--- config.mk ---
export PLATFORM = sky130hd
export DESIGN_NAME = forwarding_unit
export DESIGN_NICKNAME = d
export VERILOG_FILES = /design/src/rtl/forwarding_unit_pkg.sv /design/src/rtl/forwarding_unit_fwd_select.sv /design/src/rtl/forwarding_unit.sv
export SDC_FILE = /design/constraint.sdc
export NUM_CORES = 1
export LEC_CHECK = 0
export ABC_CLOCK_PERIOD_IN_PS = 6650
export BUFFER_PORTS_ARGS = -buffer_cell sky130_fd_sc_hd__clkbuf_2
export CORE_MARGIN = 2
export CORE_UTILIZATION = 55
export CTS_CLUSTER_DIAMETER = 120
export CTS_CLUSTER_SIZE = 30
export DETAILED_ROUTE_END_ITERATION = 8
export HOLD_SLACK_MARGIN = 0.06
export PLACE_DENSITY = 0.82
export SLEW_MARGIN = 40
export SYNTH_ARGS = -nofsm -noshare
export SYNTH_HDL_FRONTEND = slang
export SYNTH_SLANG_ARGS = --single-unit
--- constraint.sdc ---
create_clock -name clk -period 6.65 [get_ports clk]
set_clock_uncertainty 0.05 [all_clocks]
set_input_delay 0.9975 -clock clk [delete_from_list [all_inputs] [get_ports clk]]
set_output_delay 0.9975 -clock clk [all_outputs]
set_load 0.01 [all_outputs]
--- src/rtl/forwarding_unit_pkg.sv ---
// Shared constants for the EX-stage operand bypass logic: mux select
// encodings and the architectural register-address width.
package forwarding_unit_pkg;

  localparam int FWD_REG_AW = 5;

  typedef logic [1:0] fwd_sel_t;

  localparam fwd_sel_t FWD_RF    = 2'b00;
  localparam fwd_sel_t FWD_EXMEM = 2'b10;
  localparam fwd_sel_t FWD_MEMWB = 2'b01;

endpackage

--- src/rtl/forwarding_unit_fwd_select.sv ---
// Single-operand bypass comparator: picks the youngest in-flight producer of
// rs, never forwarding a write to x0.
module fwd_select
  import forwarding_unit_pkg::*;
#(
  parameter int REG_AW = FWD_REG_AW
) (
  input  logic [REG_AW-1:0] rs_i,
  input  logic              exmem_regwr_i,
  input  logic [REG_AW-1:0] exmem_rd_i,
  input  logic              memwb_regwr_i,
  input  logic [REG_AW-1:0] memwb_rd_i,
  output logic [1:0]        sel_o
);

  logic exmem_hit_s;
  logic memwb_hit_s;

  assign exmem_hit_s = exmem_regwr_i && (exmem_rd_i != {REG_AW{1'b0}}) && (exmem_rd_i == rs_i);
  assign memwb_hit_s = memwb_regwr_i && (memwb_rd_i != {REG_AW{1'b0}}) && (memwb_rd_i == rs_i);

  // EX/MEM holds the younger result, so it outranks MEM/WB.
  always_comb begin
    sel_o = FWD_RF;
    if (exmem_hit_s) begin
      sel_o = FWD_EXMEM;
    end else if (memwb_hit_s) begin
      sel_o = FWD_MEMWB;
    end else begin
      sel_o = FWD_RF;
    end
  end

endmodule

--- src/rtl/forwarding_unit.sv ---
// Operand-forwarding selector for the EX stage with performance counters of
// how many operands were bypassed from each later pipeline stage.
module forwarding_unit
  import forwarding_unit_pkg::*;
#(
  parameter int REG_AW = FWD_REG_AW,
  parameter int CNT_W  = 32
) (
  input  logic              clk,
  input  logic              rst,
  input  logic              exmem_regwr,
  input  logic [REG_AW-1:0] exmem_rd,
  input  logic              memwb_regwr,
  input  logic [REG_AW-1:0] memwb_rd,
  input  logic [REG_AW-1:0] idex_rs1,
  input  logic [REG_AW-1:0] idex_rs2,
  output logic [1:0]        forwardA,
  output logic [1:0]        forwardB,
  input  logic              cnt_clr,
  output logic [CNT_W-1:0]  fwd_cnt_exmem,
  output logic [CNT_W-1:0]  fwd_cnt_memwb
);

  logic [1:0]       sel_a_s;
  logic [1:0]       sel_b_s;
  logic [1:0]       n_exmem_s;
  logic [1:0]       n_memwb_s;
  logic [CNT_W-1:0] cnt_exmem_d;
  logic [CNT_W-1:0] cnt_exmem_q;
  logic [CNT_W-1:0] cnt_memwb_d;
  logic [CNT_W-1:0] cnt_memwb_q;

  fwd_select #(.REG_AW(REG_AW)) u_sel_a (
    .rs_i          (idex_rs1),
    .exmem_regwr_i (exmem_regwr),
    .exmem_rd_i    (exmem_rd),
    .memwb_regwr_i (memwb_regwr),
    .memwb_rd_i    (memwb_rd),
    .sel_o         (sel_a_s)
  );

  fwd_select #(.REG_AW(REG_AW)) u_sel_b (
    .rs_i          (idex_rs2),
    .exmem_regwr_i (exmem_regwr),
    .exmem_rd_i    (exmem_rd),
    .memwb_regwr_i (memwb_regwr),
    .memwb_rd_i    (memwb_rd),
    .sel_o         (sel_b_s)
  );

  assign forwardA = sel_a_s;
  assign forwardB = sel_b_s;

  // Each cycle both operands may bypass, so a counter advances by 0, 1 or 2.
  always_comb begin
    n_exmem_s   = {1'b0, (sel_a_s == FWD_EXMEM)} + {1'b0, (sel_b_s == FWD_EXMEM)};
    n_memwb_s   = {1'b0, (sel_a_s == FWD_MEMWB)} + {1'b0, (sel_b_s == FWD_MEMWB)};
    cnt_exmem_d = cnt_exmem_q + CNT_W'(n_exmem_s);
    cnt_memwb_d = cnt_memwb_q + CNT_W'(n_memwb_s);
  end

  // Counter state: async reset, then clear outranks increment.
  always_ff @(posedge clk or posedge rst) begin
    if (rst) begin
      cnt_exmem_q <= {CNT_W{1'b0}};
      cnt_memwb_q <= {CNT_W{1'b0}};
    end else if (cnt_clr) begin
      cnt_exmem_q <= {CNT_W{1'b0}};
      cnt_memwb_q <= {CNT_W{1'b0}};
    end else begin
      cnt_exmem_q <= cnt_exmem_d;
      cnt_memwb_q <= cnt_memwb_d;
    end
  end

  assign fwd_cnt_exmem = cnt_exmem_q;
  assign fwd_cnt_memwb = cnt_memwb_q;

endmodule

After elaboration in Yosys (flattened, before gate mapping) --
Cells that the tools add are included.
Storage, ports and cells: logic and storage cells 28, output and inout port bits 68, register bits 64, input bits 25
Cells by class: muxes and demuxes 6, reductions and logical operators 8, add/subtract/negate cells 4, eq/ne operators 8
Operator list (number):
- $add 32x2->32 | 2
- $mux 32 | 2
- $eq 5x5->1 | 4
- $reduce_bool 5->1 | 2
- $logic_and 1x1->1 | 6
- $add 1x1->2 | 2
- $eq 2x1->1 const B | 2
- $eq 2x2->1 const B | 2
- $mux 2 | 2
- $mux 1 | 2

Logic depth before layout (Yosys ltp) --
Gate-level depths: netlist of run 1.
word-level depth 9, depth in mapped cells 12, gate-level depth less buffers 11

By module --
Synthesis of run 1 repeated with hierarchy kept, for this count alone.
Unflattened totals: cells, all modules 387, area, all modules 3641.0 sq um
Modules (own cells, without submodules):
- forwarding_unit | times used 1, cells an instance 345, area each 3323.2 sq um, seq. area each 1601.5 sq um
- fwd_select | times used 2, cells an instance 21, area each 158.9 sq um, seq. area each 0.0 sq um

Least setup slack after synthesis of run 1 --
OpenSTA, ideal clock, no wires.
path kind in2reg, from in exmem_rd[1], to reg cnt_memwb_q[26], in the netlist fwd_cnt_memwb[26], arrival time 4.462 ns, path buffers 1, stages on the path 12, required time 6.522 ns, setup slack 2.059 ns, path through or4_1 > o21ai_0 > nor4_1 > or4_1 > fa_1 > inv_1 > ha_1 > nand4_1 > or4_1 > clkbuf_1 > or4b_1 > a21oi_1
On the way: longest elaborated chain between the ends 8
RTL lines:
- start: declaration | line forwarding_unit.sv:12 | input logic [REG_AW-1:0] exmem_rd,
- $reduce_bool 5->1 | line forwarding_unit_fwd_select.sv:19 | assign exmem_hit_s = exmem_regwr_i && (exmem_rd_i != {REG_AW{1'b0}}) && (exmem_rd_i == rs_i);
- $logic_and 1x1->1 | line forwarding_unit_fwd_select.sv:19
- $logic_and 1x1->1 (*) | line forwarding_unit_fwd_select.sv:19
- net u_sel_a.exmem_hit_s | line forwarding_unit_fwd_select.sv:16 | logic exmem_hit_s;
- $mux 2 (*) | line forwarding_unit_fwd_select.sv:25 | if (exmem_hit_s) begin
- $eq 2x1->1 (*) | line forwarding_unit.sv:57 | n_memwb_s = {1'b0, (sel_a_s == FWD_MEMWB)} + {1'b0, (sel_b_s == FWD_MEMWB)};
- $add 1x1->2 (*) | line forwarding_unit.sv:57
- $add 32x2->32 (*) | line forwarding_unit.sv:59 | cnt_memwb_d = cnt_memwb_q + CNT_W'(n_memwb_s);
- $mux 32 (*) | line forwarding_unit.sv:67 | end else if (cnt_clr) begin
- end signal: assignment | line forwarding_unit.sv:66 | cnt_memwb_q <= {CNT_W{1'b0}};
- end signal: assignment | line forwarding_unit.sv:69 | cnt_memwb_q <= {CNT_W{1'b0}};
- end signal: assignment | line forwarding_unit.sv:72 | cnt_memwb_q <= cnt_memwb_d;
- end: declaration | line forwarding_unit.sv:31 | logic [CNT_W-1:0] cnt_memwb_q;
The timed path passes the listed nets; every way through them passes the cells marked *.

Worst setup path after layout of run 1 --
from in exmem_rd[1], to reg cnt_memwb_q[26], in the netlist fwd_cnt_memwb[26]
On the way: longest elaborated chain between the ends 8
RTL lines (line):
- $reduce_bool 5->1 | forwarding_unit_fwd_select.sv:19
- $logic_and 1x1->1 (2 in a row) | forwarding_unit_fwd_select.sv:19
- $mux 2 | forwarding_unit_fwd_select.sv:25
- $eq 2x1->1 | forwarding_unit.sv:57
- $add 1x1->2 (*) | forwarding_unit.sv:57
- $add 32x2->32 (*) | forwarding_unit.sv:59
- $mux 32 (*) | forwarding_unit.sv:67
Mark *: on every way between the ends. The rest lies on a longest branch, timed or not.

==> results of run 1 <==
-- per-stage QoR --
step | setup slack, ns | std cells | power, W | instance area [µm²] | hold slack [ns]
6_report | 1.956 | 557 | 0.0007767 | 4325 | 0.5229
5_1_grt | 1.768 | 557 | 0.0008052 | 4325 | 0.5408
4_1_cts | 1.975 | 557 | 0.0007838 | 4317 | 0.5200
3_5_place_dp | 1.643 | 541 | 0.0004427 | 4110 | 0.5078
3_3_place_gp | 1.800 | 541 | 0.0004415 | 4110 | 0.4992
2_1_floorplan | 2.059 | 386 | 0.0004236 | 3617 | 0.5217
-- path summary, 6_finish.rpt --
kind                                   start  cells after the start                 to  slack, ns
setup / recovery                 exmem_rd[1]                     12  fwd_cnt_memwb[26]       1.96
hold / removal             fwd_cnt_exmem[31]                      2  fwd_cnt_exmem[31]       0.52
setup reg to reg            fwd_cnt_memwb[0]                      8  fwd_cnt_memwb[26]       3.81
hold reg to reg            fwd_cnt_exmem[31]                      2  fwd_cnt_exmem[31]       0.52
max in group asynchronous                rst                      3   fwd_cnt_exmem[2]       5.39
min in group asynchronous                rst                      3  fwd_cnt_exmem[24]       0.72
-- final cells by class --
type / instances / area [µm²] / area share [%]
Inverter: 18 / 67.56 / 1.562
Sequential cell: 64 / 1602 / 37.03
Clock inverter: 5 / 55.05 / 1.273
Clock buffer: 11 / 151.4 / 3.500
Tap cell: 77 / 96.34 / 2.227
Multi-Input combinational cell: 287 / 1867 / 43.16
Timing Repair Buffer: 95 / 486.7 / 11.25
-- sequential cells by signal, summed over array words and instances (netlist names) --
name	flops
fwd_cnt_exmem	32
fwd_cnt_memwb	32
-- report_power, final --
group          switching [W]  internal, W  leakage [nW]
sequential       0.000000346     0.000390         0.894
combinational      0.0000285    0.0000163         0.865
clock               0.000150     0.000192         0.101
-- routing by layer --
| metal | up-vias | routed length, µm | track usage, % |
|---|---|---|---|
| met3 | 4 | 514 | 4.767 |
| met4 | 0 | 57 | 8.514 |
| met2 | 103 | 4258 | 39.99 |
| li1 | 1601 | - | - |
| met5 | - | 0 | 0 |
| met1 | 1585 | 3733 | 32.76 |
-- layout by cell type (no fill, tap or decap), types with 2 or more instances in the layout --
cell / netlist / layout
o41ai_1: 2 / 2
or3_1: 11 / 11
buf_4: 2 / 2
inv_1: 18 / 17
clkbuf_2: 0 / 92
nor4_1: 9 / 9
nor3_1: 3 / 2
o21ai_0: 11 / 11
or4_1: 22 / 22
a21oi_1: 32 / 32
nand2_1: 18 / 18
nor2_1: 32 / 32
mux2_2: 4 / 4
xnor2_1: 25 / 25
nor2b_1: 7 / 7
ha_1: 2 / 2
a31o_2: 4 / 4
and4_1: 9 / 9
clkbuf_8: 0 / 11
nand3_1: 24 / 24
fa_1: 2 / 2
nand4_1: 22 / 22
and3_1: 4 / 4
o31ai_1: 17 / 17
clkinvlp_4: 0 / 2
xor2_1: 19 / 19
dfrtp_1: 64 / 64
clkinv_2: 0 / 2
-- worst min-delay path: stages (launching register included) --
cell and delay [ns]:
dfrtp_1 0.41, o31ai_1 0.07, a21oi_1 0.06
-- cells by family after synthesis --
logic type | Yosys count | share of synthesized area, %
mux | 4 | 1.245
buf+inv | 35 | 4.254
compound gates | 66 | 10.93
fa+ha+maj | 4 | 1.799
xor+xnor | 44 | 10.65
simple gates | 169 | 26.84
flops | 64 | 44.28
==> metrics.md, run 1 <==
| Metric | Value |
|---|---|
| Status | finished clean |
| Synth top area cells | dfrtp_1 (44%), xnor2_1 (6.1%), xor2_1 (4.6%), or4_1 (4.6%), a21oi_1 (4.4%) |
| Layout area overhead | 19.58% |
| First-pass iteration count of the detailed router | 4 |
| Share of cells above drive strength 1 | 26.04% |
| Worst setup SP type | primary input |
| Setup TNS | 0 ns |
| DRC Markers | 0 |
| Worst hold-check path type | register to register |
| Cells after synthesis | 386 |
| Vias in the first global route | 3196 |
| Hold Fails Final Rpt | 0 |
| Nets | 504 |
| Minimum clock period | 4.694 ns |
| Leak pwr | 1.861 nW |
| Netlist cell types | 35 |
| Clk Latency, worst-skew pair | 0.32 ns |
| Crit-path max cell delay | 0.71 ns |
| FF+latch count, synth | 64 |
| Post-DR wirelength/cell | 15.37 µm |
| CTS resizes | 0 |
| Crit path max-delay family | simple AND/OR/NAND/NOR gates |
| Slew Viols, Final | 0 |
| Vias per inst | 5.912 |
| Initial antenna violation count | 0 |
| Die Width | 85.10 µm |
| Ant diodes | 0 |
| GRT Overall Usage | 24.48% |
| PD cells | 179.6 mW/mm² |
| Least-Margin Pin Slew | 0.6905 ns |
| Maximum fanout along the worst path | 10 |
| RSZ-0062 raised after global routing | false |
| Top-count cell post-synth | dfrtp_1 |
| Crit share post-route | 70.59% |
| Pin count of the biggest net entering global routing | 69 |
| CP bufs+invs | 2 |
| Clk slew on worst S/H paths | 0.07 ns |
| Commonest cells in the netlist | dfrtp_1 (64), a21oi_1 (32), nor2_1 (32) |
| Hpwl dp | 5984 µm |
| Slew headroom | 53.97% |
| Final setup fails | 0 |
| Die Height | 85.10 µm |
| Initial core utilization | 56.97% |
| H-tree levels | 3 |
| Total Wirelength | 8563 µm |
| Total gr overflow | 0 |
| Worst EP arrival | 4.89 ns |
| Routed Antenna Nets | 0 |
| Site Rows | 29 |
| Fmax | 0.2130 GHz |
| Io pins | 93 |
| Post-CTS Hold Buffers | 0 |
| Port Buf Inserts | 92 |
| CP most frequent cell | or4_1 |
| Top cell type's share of synthesized area | 44.28% |
| Fin util | 68.12% |
| Initial drt markers | 246 |
| Crit. End Element | register |
| Layout fillers | 515 |
| Max Cap Viol | 0 |
| CTS Buf Count | 9 |
| Yosys warnings | 0 |
| Post-synth ARST share | 100.0% |
| Peak supply drop | 131.4 µV |
| Worst endpoint required time | 6.85 ns |
| CTS tree | yes |
| First-pass GRT wire length | 14500 µm |
| Post-CTS setup buffers | 0 |
| RePlAce Congestion | 0.9248 |
| CP Cell Sequence | clkbuf_2 -> or4_1 -> o21ai_0 -> nor4_1 -> or4_1 -> fa_1 -> inv_1 -> ha_1 -> nand4_1 -> or4_1 -> or4b_1 -> a21oi_1 |
| Register area share after synthesis | 44.28% |
| Core area | 0.006350 mm² |
| Avg Cell Area, Syn | 9.371 µm² |
| Crit-path slowest cell | or4_1 |
| Post-synth top area cell | dfrtp_1 |
| WS Path Type | primary input to register |
| Clock buffer depth | 2 |
| Clk sink count | 64 |
| Via count | 3293 |
| Root Buffer | clkbuf_8 |
| Mapped Area | 0.003617 mm² |
| Die area | 0.007241 mm² |
| Syn nets | 415 |
| Post-synth EDFFs | 0 |
| Main synth FF type | dfrtp_1 |
Note: power is estimated with default switching activity, not from simulation.
==> run 2: changes to the inputs <==
- ABC_AREA: not set -> 1
- ABC_CLOCK_PERIOD_IN_PS: 6650 -> 4700
- PLACE_DENSITY: 0.82 -> 0.81
- clock period: 6.65 -> 4.7 ns (I/O delays scaled with it)
==> run 2 against run 1 <==
- power up 41%
- sequential cell count unchanged
- synthesized area grew 11%
- utilization fell by 1.5 points
- combinational power is 66% higher
- sequential share of layout area is 3.3 points lower
- largest power group unchanged
- highest routed layer unchanged
- global-route usage grew 1.3 points
- cell area rose by 9.9%
- non-clock buffer count fell by 1
==> metrics.md, run 2 <==
| Metric | Value |
|---|---|
| Yosys warnings | 0 (unchanged) |
| Post-CTS setup buffers | 0 (unchanged) |
| CTS resizes | 0 (unchanged) |
| Root Buffer | clkbuf_8 |
| Port Buf Inserts | 92 (unchanged) |
| Post-synth ARST share | 100.0% (unchanged) |
| PD cells | 230.1 mW/mm² (+28%) |
| WS Path Type | primary input to register |
| Worst endpoint required time | 4.89 ns (-1.96 ns) |
| Die area | 0.007985 mm² (+10%) |
| Io pins | 93 (unchanged) |
| Hpwl dp | 7700 µm (+29%) |
| Post-DR wirelength/cell | 13.05 µm (-15%) |
| Netlist cell types | 32 (-8.6%) |
| Clk slew on worst S/H paths | 0.07 ns (about the same) |
| Fmax | 0.3577 GHz |
| CP Cell Sequence | clkbuf_2 -> xnor2_1 -> nand2_1 -> nor2_1 -> nand3_1 -> inv_1 -> nand2_1 -> fa_1 -> inv_1 -> ha_1 -> nand2_1 -> nor2_4 -> nand2_2 -> nor2_1 -> nand3_1 -> nand2_1 -> nor2_1 |
| Clk Latency, worst-skew pair | 0.35 ns (+0.03 ns) |
| Nets | 695 (+38%) |
| Leak pwr | 2.206 nW (+19%) |
| Ant diodes | 0 (unchanged) |
| Top cell type's share of synthesized area | 39.96% (-4.3 points) |
| Post-synth EDFFs | 0 (unchanged) |
| Site Rows | 31 (+6.9%) |
| Clk sink count | 64 (unchanged) |
| Crit share post-route | 59.48% |
| Routed Antenna Nets | 0 (unchanged) |
| Minimum clock period | 2.796 ns |
| RSZ-0062 raised after global routing | false |
| CTS tree | yes |
| WHS | 0.4310 ns (-0.09182 ns) |
| Status | finished clean |
| Pin count of the biggest net entering global routing | 65 (-5.8%) |
| Setup TNS | 0 ns (unchanged) |
| FF+latch count, synth | 64 (unchanged) |
| Maximum fanout along the worst path | 6 (-4) |
| Placed insts | 754 (+39%) |
| Initial core utilization | 56.15% (-0.81 points) |
| Via count | 3996 (+21%) |
| Vias in the first global route | 3630 (+14%) |
| Register area share after synthesis | 39.96% (-4.3 points) |
| Top-count cell post-synth | nand2_1 |
| Initial antenna violation count | 0 (unchanged) |
| Cells after synthesis | 570 (+48%) |
| Hold Fails Final Rpt | 0 (unchanged) |
| Share of cells above drive strength 1 | 21.64% (-4.4 points) |
| Slew headroom | 60.89% (+6.9 points) |
| Max Cap Viol | 0 (unchanged) |
| Vias per inst | 5.196 (-12%) |
| CTS Buf Count | 9 (unchanged) |
| Commonest cells in the netlist | nand2_1 (151), nor2_1 (132), dfrtp_1 (64) |
| Non-Filler Instances | 769 (+38%) |
| Commonest non-fill, non-tap cell in the layout | nand2_1 |
| DRC Markers | 0 (unchanged) |
| First-pass iteration count of the detailed router | 5 (+1) |
| Crit-path max cell delay | 0.48 ns (-0.23 ns) |
| Post-CTS Hold Buffers | 0 (unchanged) |
| Initial drt markers | 239 (-2.8%) |
| Crit. End Element | register |
| Syn nets | 599 (+44%) |
| RePlAce Congestion | 0.9261 (+0.14%) |
| Clock buffer depth | 2 (unchanged) |
| Worst hold-check path type | primary input to asynchronous set/reset pin |
| GRT Overall Usage | 25.82% (+1.3 points) |
| Crit-path slowest cell | fa_1 |
| Layout area overhead | 18.58% |
| Post-synth top area cell | dfrtp_1 |
| Layout fillers | 643 (+25%) |
| Commonest cells after routing, fill and taps aside | nand2_1 (151), nor2_1 (132), clkbuf_2 (92) |
| Die Height | 89.36 µm (+5.0%) |
| Core area | 0.007137 mm² (+12%) |
| Met2 global-route usage | 43.10% (+3.1 points) |
| Least-Margin Pin Slew | 0.5866 ns (-0.1039 ns) |
| Avg Cell Area, Syn | 7.031 µm² (-25%) |
| Worst setup SP type | primary input |
| Synth top area cells | dfrtp_1 (40%), nand2_1 (14%), nor2_1 (12%), a21oi_1 (5.5%), nand3_1 (4.1%) |
| CP most frequent cell | nand2_1 |
| First-pass GRT wire length | 16060 µm (+11%) |
| H-tree levels | 3 (unchanged) |
| Mapped Area | 0.004008 mm² (+11%) |
| Worst EP arrival | 2.98 ns (-1.91 ns) |
| Total gr overflow | 0 (unchanged) |
| Final setup fails | 0 (unchanged) |
| Met1 usage in global routing | 34.37% (+1.6 points) |
| Die Width | 89.36 µm (+5.0%) |
| Peak supply drop | 160.5 µV (+22%) |
| GR Util met3 | 3.509% (-1.3 points) |
| Busiest layer in global routing | met2 |
| Main synth FF type | dfrtp_1 |
| Slew Viols, Final | 0 (unchanged) |
| Total Wirelength | 10040 µm (+17%) |
## run 2: cell count changes after synthesis, sizes merged, moves of 17 or more
cell   previous run  this run
nand2            18       161
o31ai            17         0
inv              18        42
nand4            23         1
nor2             32       155
or4              22         0
## run 2: path summary, 6_finish.rpt
check / startpoint / endpoint / slack [ns] / depth (start not counted)
min in group clk: fwd_cnt_exmem[4] / fwd_cnt_exmem[4] / 0.47 / 1
max in group asynchronous: rst / fwd_cnt_exmem[30] / 3.76 / 3
worst max-delay path: memwb_rd[3] / fwd_cnt_memwb[28] / 1.90 / 17
worst max register to register: fwd_cnt_exmem[0] / fwd_cnt_exmem[30] / 2.52 / 11
worst min-delay path: rst / fwd_cnt_memwb[3] / 0.43 / 3
worst min register to register: fwd_cnt_exmem[4] / fwd_cnt_exmem[4] / 0.47 / 1
## run 2: metrics by stage
step	utilization, %	setup slack, ns	cell area [µm²]	total power, W
global placement	63.90	1.703	4561	0.0006338
floorplan	-	1.983	4008	0.0006088
finish	66.58	1.904	4752	0.001093
CTS	66.53	1.922	4748	0.001098
detailed placement	63.90	1.565	4561	0.0006371
global route	66.58	1.653	4752	0.001128
## run 2: layout make-up
type,count,area (µm²),area share (%)
clock inverter,3,42.54,0.8952
multi-input combinational,455,2202,46.34
sequential,64,1602,33.70
timing repair buffer,94,479.2,10.08
tap,99,123.9,2.607
inverter,42,157.7,3.318
clock buffer,12,145.1,3.054
## run 2: layer usage
metal | share of wire [%] | wire [µm]
met5 | 0 | 0
met4 | 1.7 | 172
met3 | 5.2 | 524
met2 | 49 | 4931
met1 | 44 | 4409
## run 2: where the power goes
part | internal, W | switching, W | total [W]
sequential | 0.000551 | 0.000000537 | 0.000552
clock | 0.000256 | 0.000211 | 0.000467
combinational | 0.0000275 | 0.0000468 | 0.0000743
## run 2: logic make-up (layout without fill, tap and decap cells)
group | after synthesis | count (layout) | share of synthesized area, %
compound gates | 57 | 57 | 7.181
xor+xnor | 25 | 25 | 5.464
fa+ha+maj | 4 | 4 | 1.623
buf+inv | 51 | 151 | 5.089
flops | 64 | 64 | 39.96
simple gates | 369 | 369 | 40.68
## run 2: worst max-delay path: cells and delay by family
| kind | cells | cell delay [ns] |
|---|---|---|
| xor+xnor | 1 | 0.18 |
| buf+inv | 3 | 0.27 |
| simple gates | 11 | 1.15 |
| fa+ha+maj | 2 | 0.67 |
==> run 3: changes to the inputs <==
- ABC_AREA: 1 -> 0
- ABC_CLOCK_PERIOD_IN_PS: 4700 -> 2450
- CORE_UTILIZATION: 55 -> 48
- PLACE_DENSITY: 0.81 -> 0.76
- clock period: 4.7 -> 2.45 ns (I/O delays scaled with it)
==> run 3 against run 2 <==
- the flow now finishes with violations (negative setup slack)
- power up 93%
- sequential cell count is the same
- cell area up 10%
- first-iteration DRC count shrank 11%
- sequential power is 92% higher
- via count is 8.6% lower
- critical path depth is 5 lower
- sequential share of layout area fell by 3.1 points
==> metrics.md, run 3 (synthesis results as in run 1) <==
| Metric | Value |
|---|---|
| Status | finished with violations |
| Violated checks | negative setup slack |
| Maximum fanout along the worst path | 5 (-1) |
| Post-DR wirelength/cell | 17.17 µm (+32%) |
| Clk slew on worst S/H paths | 0.08 ns (about the same) |
| Worst setup margin | -0.9350 ns (-2.839 ns) |
| CTS Buf Count | 9 (unchanged) |
| Hpwl dp | 6718 µm (-13%) |
| Hold depth | 2 |
| PD cells | 404.1 mW/mm² (+76%) |
| Non-Filler Instances | 625 (-19%) |
| H-tree levels | 3 (unchanged) |
| GRT Overall Usage | 24.47% (-1.3 points) |
| Final setup fails | 44 (+44) |
| Slew headroom | 58.51% (-2.4 points) |
| Clk sink count | 64 (unchanged) |
| Initial core utilization | 49.61% (-6.5 points) |
| Core area | 0.007292 mm² (+2.2%) |
| Worst setup SP type | primary input |
| Commonest cells after routing, fill and taps aside | clkbuf_2 (88), dfrtp_1 (64), buf_4 (33) |
| Die area | 0.008246 mm² (+3.3%) |
| Setup WS pre-CTS | -1.328 ns (-2.893 ns) |
| Via count | 3652 (-8.6%) |
| Initial drt markers | 212 (-11%) |
| Fmax | 0.2954 GHz |
| Leak pwr | 2.279 nW (+3.3%) |
| Io pins | 93 (unchanged) |
| RePlAce Congestion | 0.8739 (-5.6%) |
| Vias in the first global route | 3424 (-5.7%) |
| Worst setup path startpoint | exmem_rd[1] |
| Register area | 0.001602 mm² (unchanged) |
| HP Start | fwd_cnt_exmem[22] |
| Worst endpoint required time | 2.67 ns (-2.22 ns) |
| Die Width | 90.81 µm (+1.6%) |
| Total Power | 0.002112 W (+93%) |
| Routed Antenna Nets | 0 (unchanged) |
| Commonest non-fill, non-tap cell in the layout | clkbuf_2 |
| Least-Margin Pin Slew | 0.6223 ns (+0.03573 ns) |
| Placed insts | 597 (-21%) |
| Worst R2R Path Depth | 8 (-3) |
| Fin util | 71.67% (+5.1 points) |
| Crit. End Element | register |
| Clk Latency, worst-skew pair | 0.35 ns (about the same) |
| Hold Fails Final Rpt | 0 (unchanged) |
| Layout area overhead | 44.48% |
| Layout fillers | 533 (-17%) |
| Root Buffer | clkbuf_8 |
| Site Rows | 31 (unchanged) |
| Share of cells above drive strength 1 | 46.58% (+25 points) |
| Total gr overflow | 0 (unchanged) |
| CTS tree | yes |
| Initial antenna violation count | 0 (unchanged) |
| Minimum clock period | 3.385 ns |
| Max Cap Viol | 0 (unchanged) |
| Total Wirelength | 10730 µm (+6.9%) |
| Area of the multi-input gates | 0.002326 mm² (+5.6%) |
| DRC Markers | 0 (unchanged) |
| First-pass GRT wire length | 16460 µm (+2.5%) |
| Port Buf Inserts | 92 (unchanged) |
| Crit share post-route | 138.2% |
| WS Path Type | primary input to register |
| Ant diodes | 0 (unchanged) |
| Slew Viols, Final | 0 (unchanged) |
| Vias per inst | 5.843 (+12%) |
| Setup TNS | -17.94 ns (-17.94 ns) |
| Clock buffer depth | 2 (unchanged) |
| RR Startpoint | fwd_cnt_memwb[0] |
| RSZ-0062 raised after global routing | true |
| Die Height | 90.81 µm (+1.6%) |
| Nets | 550 (-21%) |
| First-pass iteration count of the detailed router | 4 (-1) |
| Worst hold-check path type | register to register |
| Pin count of the biggest net entering global routing | 65 (unchanged) |
| Peak supply drop | 385.3 µV (+140%) |
| Worst EP arrival | 3.60 ns (+0.62 ns) |
-- run 3: changes by cell type in the layout (fill, tap and decap cells not counted), moves of 15 or more --
cell	change
nand2_1	-137
nor2_1	-101
buf_4	+32
a21oi_1	-30
inv_1	-24
nand4_1	+21
a21oi_2	+18
buf_6	+16
or4_4	+15
-- run 3: per-layer routing --
layer / global-route usage (%) / vias to the layer above / routed length, µm
li1: - / 1694 / -
met2: 39.80 / 141 / 5456
met1: 31.96 / 1787 / 4363
met4: 8.333 / 0 / 262
met5: 0 / - / 0
met3: 6.177 / 30 / 650
-- run 3: cell type report --
type                    instances  area share [%]
repair buffers                141           17.50
flip-flops and latches         64           30.64
well taps                      99           2.370
multi-input cells             287           44.51
clock inverters                 5          0.7900
clock buffers                  11           2.897
inverters                      18           1.293
-- run 3: what timing repair did --
action / in CTS / in global routing
cloned: 0 / 0
setup endpoints to repair: 51 / 60
endpoints found under the hold margin: 64 / 0
gates resized for setup: 39 / 57
hold buffers: 1 / 0
buffers inserted: 9 / 6
pin swaps: 36 / 21
-- run 3: power by group --
part	switching [W]	internal [W]
Sequential	0.00000102	0.00106
Combinational	0.0000970	0.0000710
Clock	0.000459	0.000428
Total	0.000557	0.00156
-- run 3: path summary, 6_finish.rpt --
| path | to | slack [ns] |
|---|---|---|
| hold reg to reg | fwd_cnt_exmem[22] | 0.53 |
| setup / recovery | fwd_cnt_memwb[26] | -0.93 |
| min in group asynchronous | fwd_cnt_memwb[0] | 0.55 |
| setup reg to reg | fwd_cnt_memwb[26] | 0.06 |
| max in group asynchronous | fwd_cnt_exmem[11] | 1.49 |
| hold / removal | fwd_cnt_exmem[22] | 0.53 |
-- run 3: critical path, cell delays in order --
cell and delay, ns:
buf_6 0.09, or4_4 0.53, o21ai_4 0.18, nor4_4 0.07
or4_4 0.49, fa_2 0.41, inv_2 0.08, ha_4 0.13
nand4_1 0.14, or4_4 0.48, or4b_4 0.50, a21oi_2 0.12
-- run 3: per-stage QoR --
step	hold WS, ns	instance area (µm²)
after floorplan	0.5217	3766
final	0.5298	5226
after detailed placement	0.4007	4534
after global placement	0.3973	4534
after global routing	0.5425	5226
after CTS	0.5261	4971
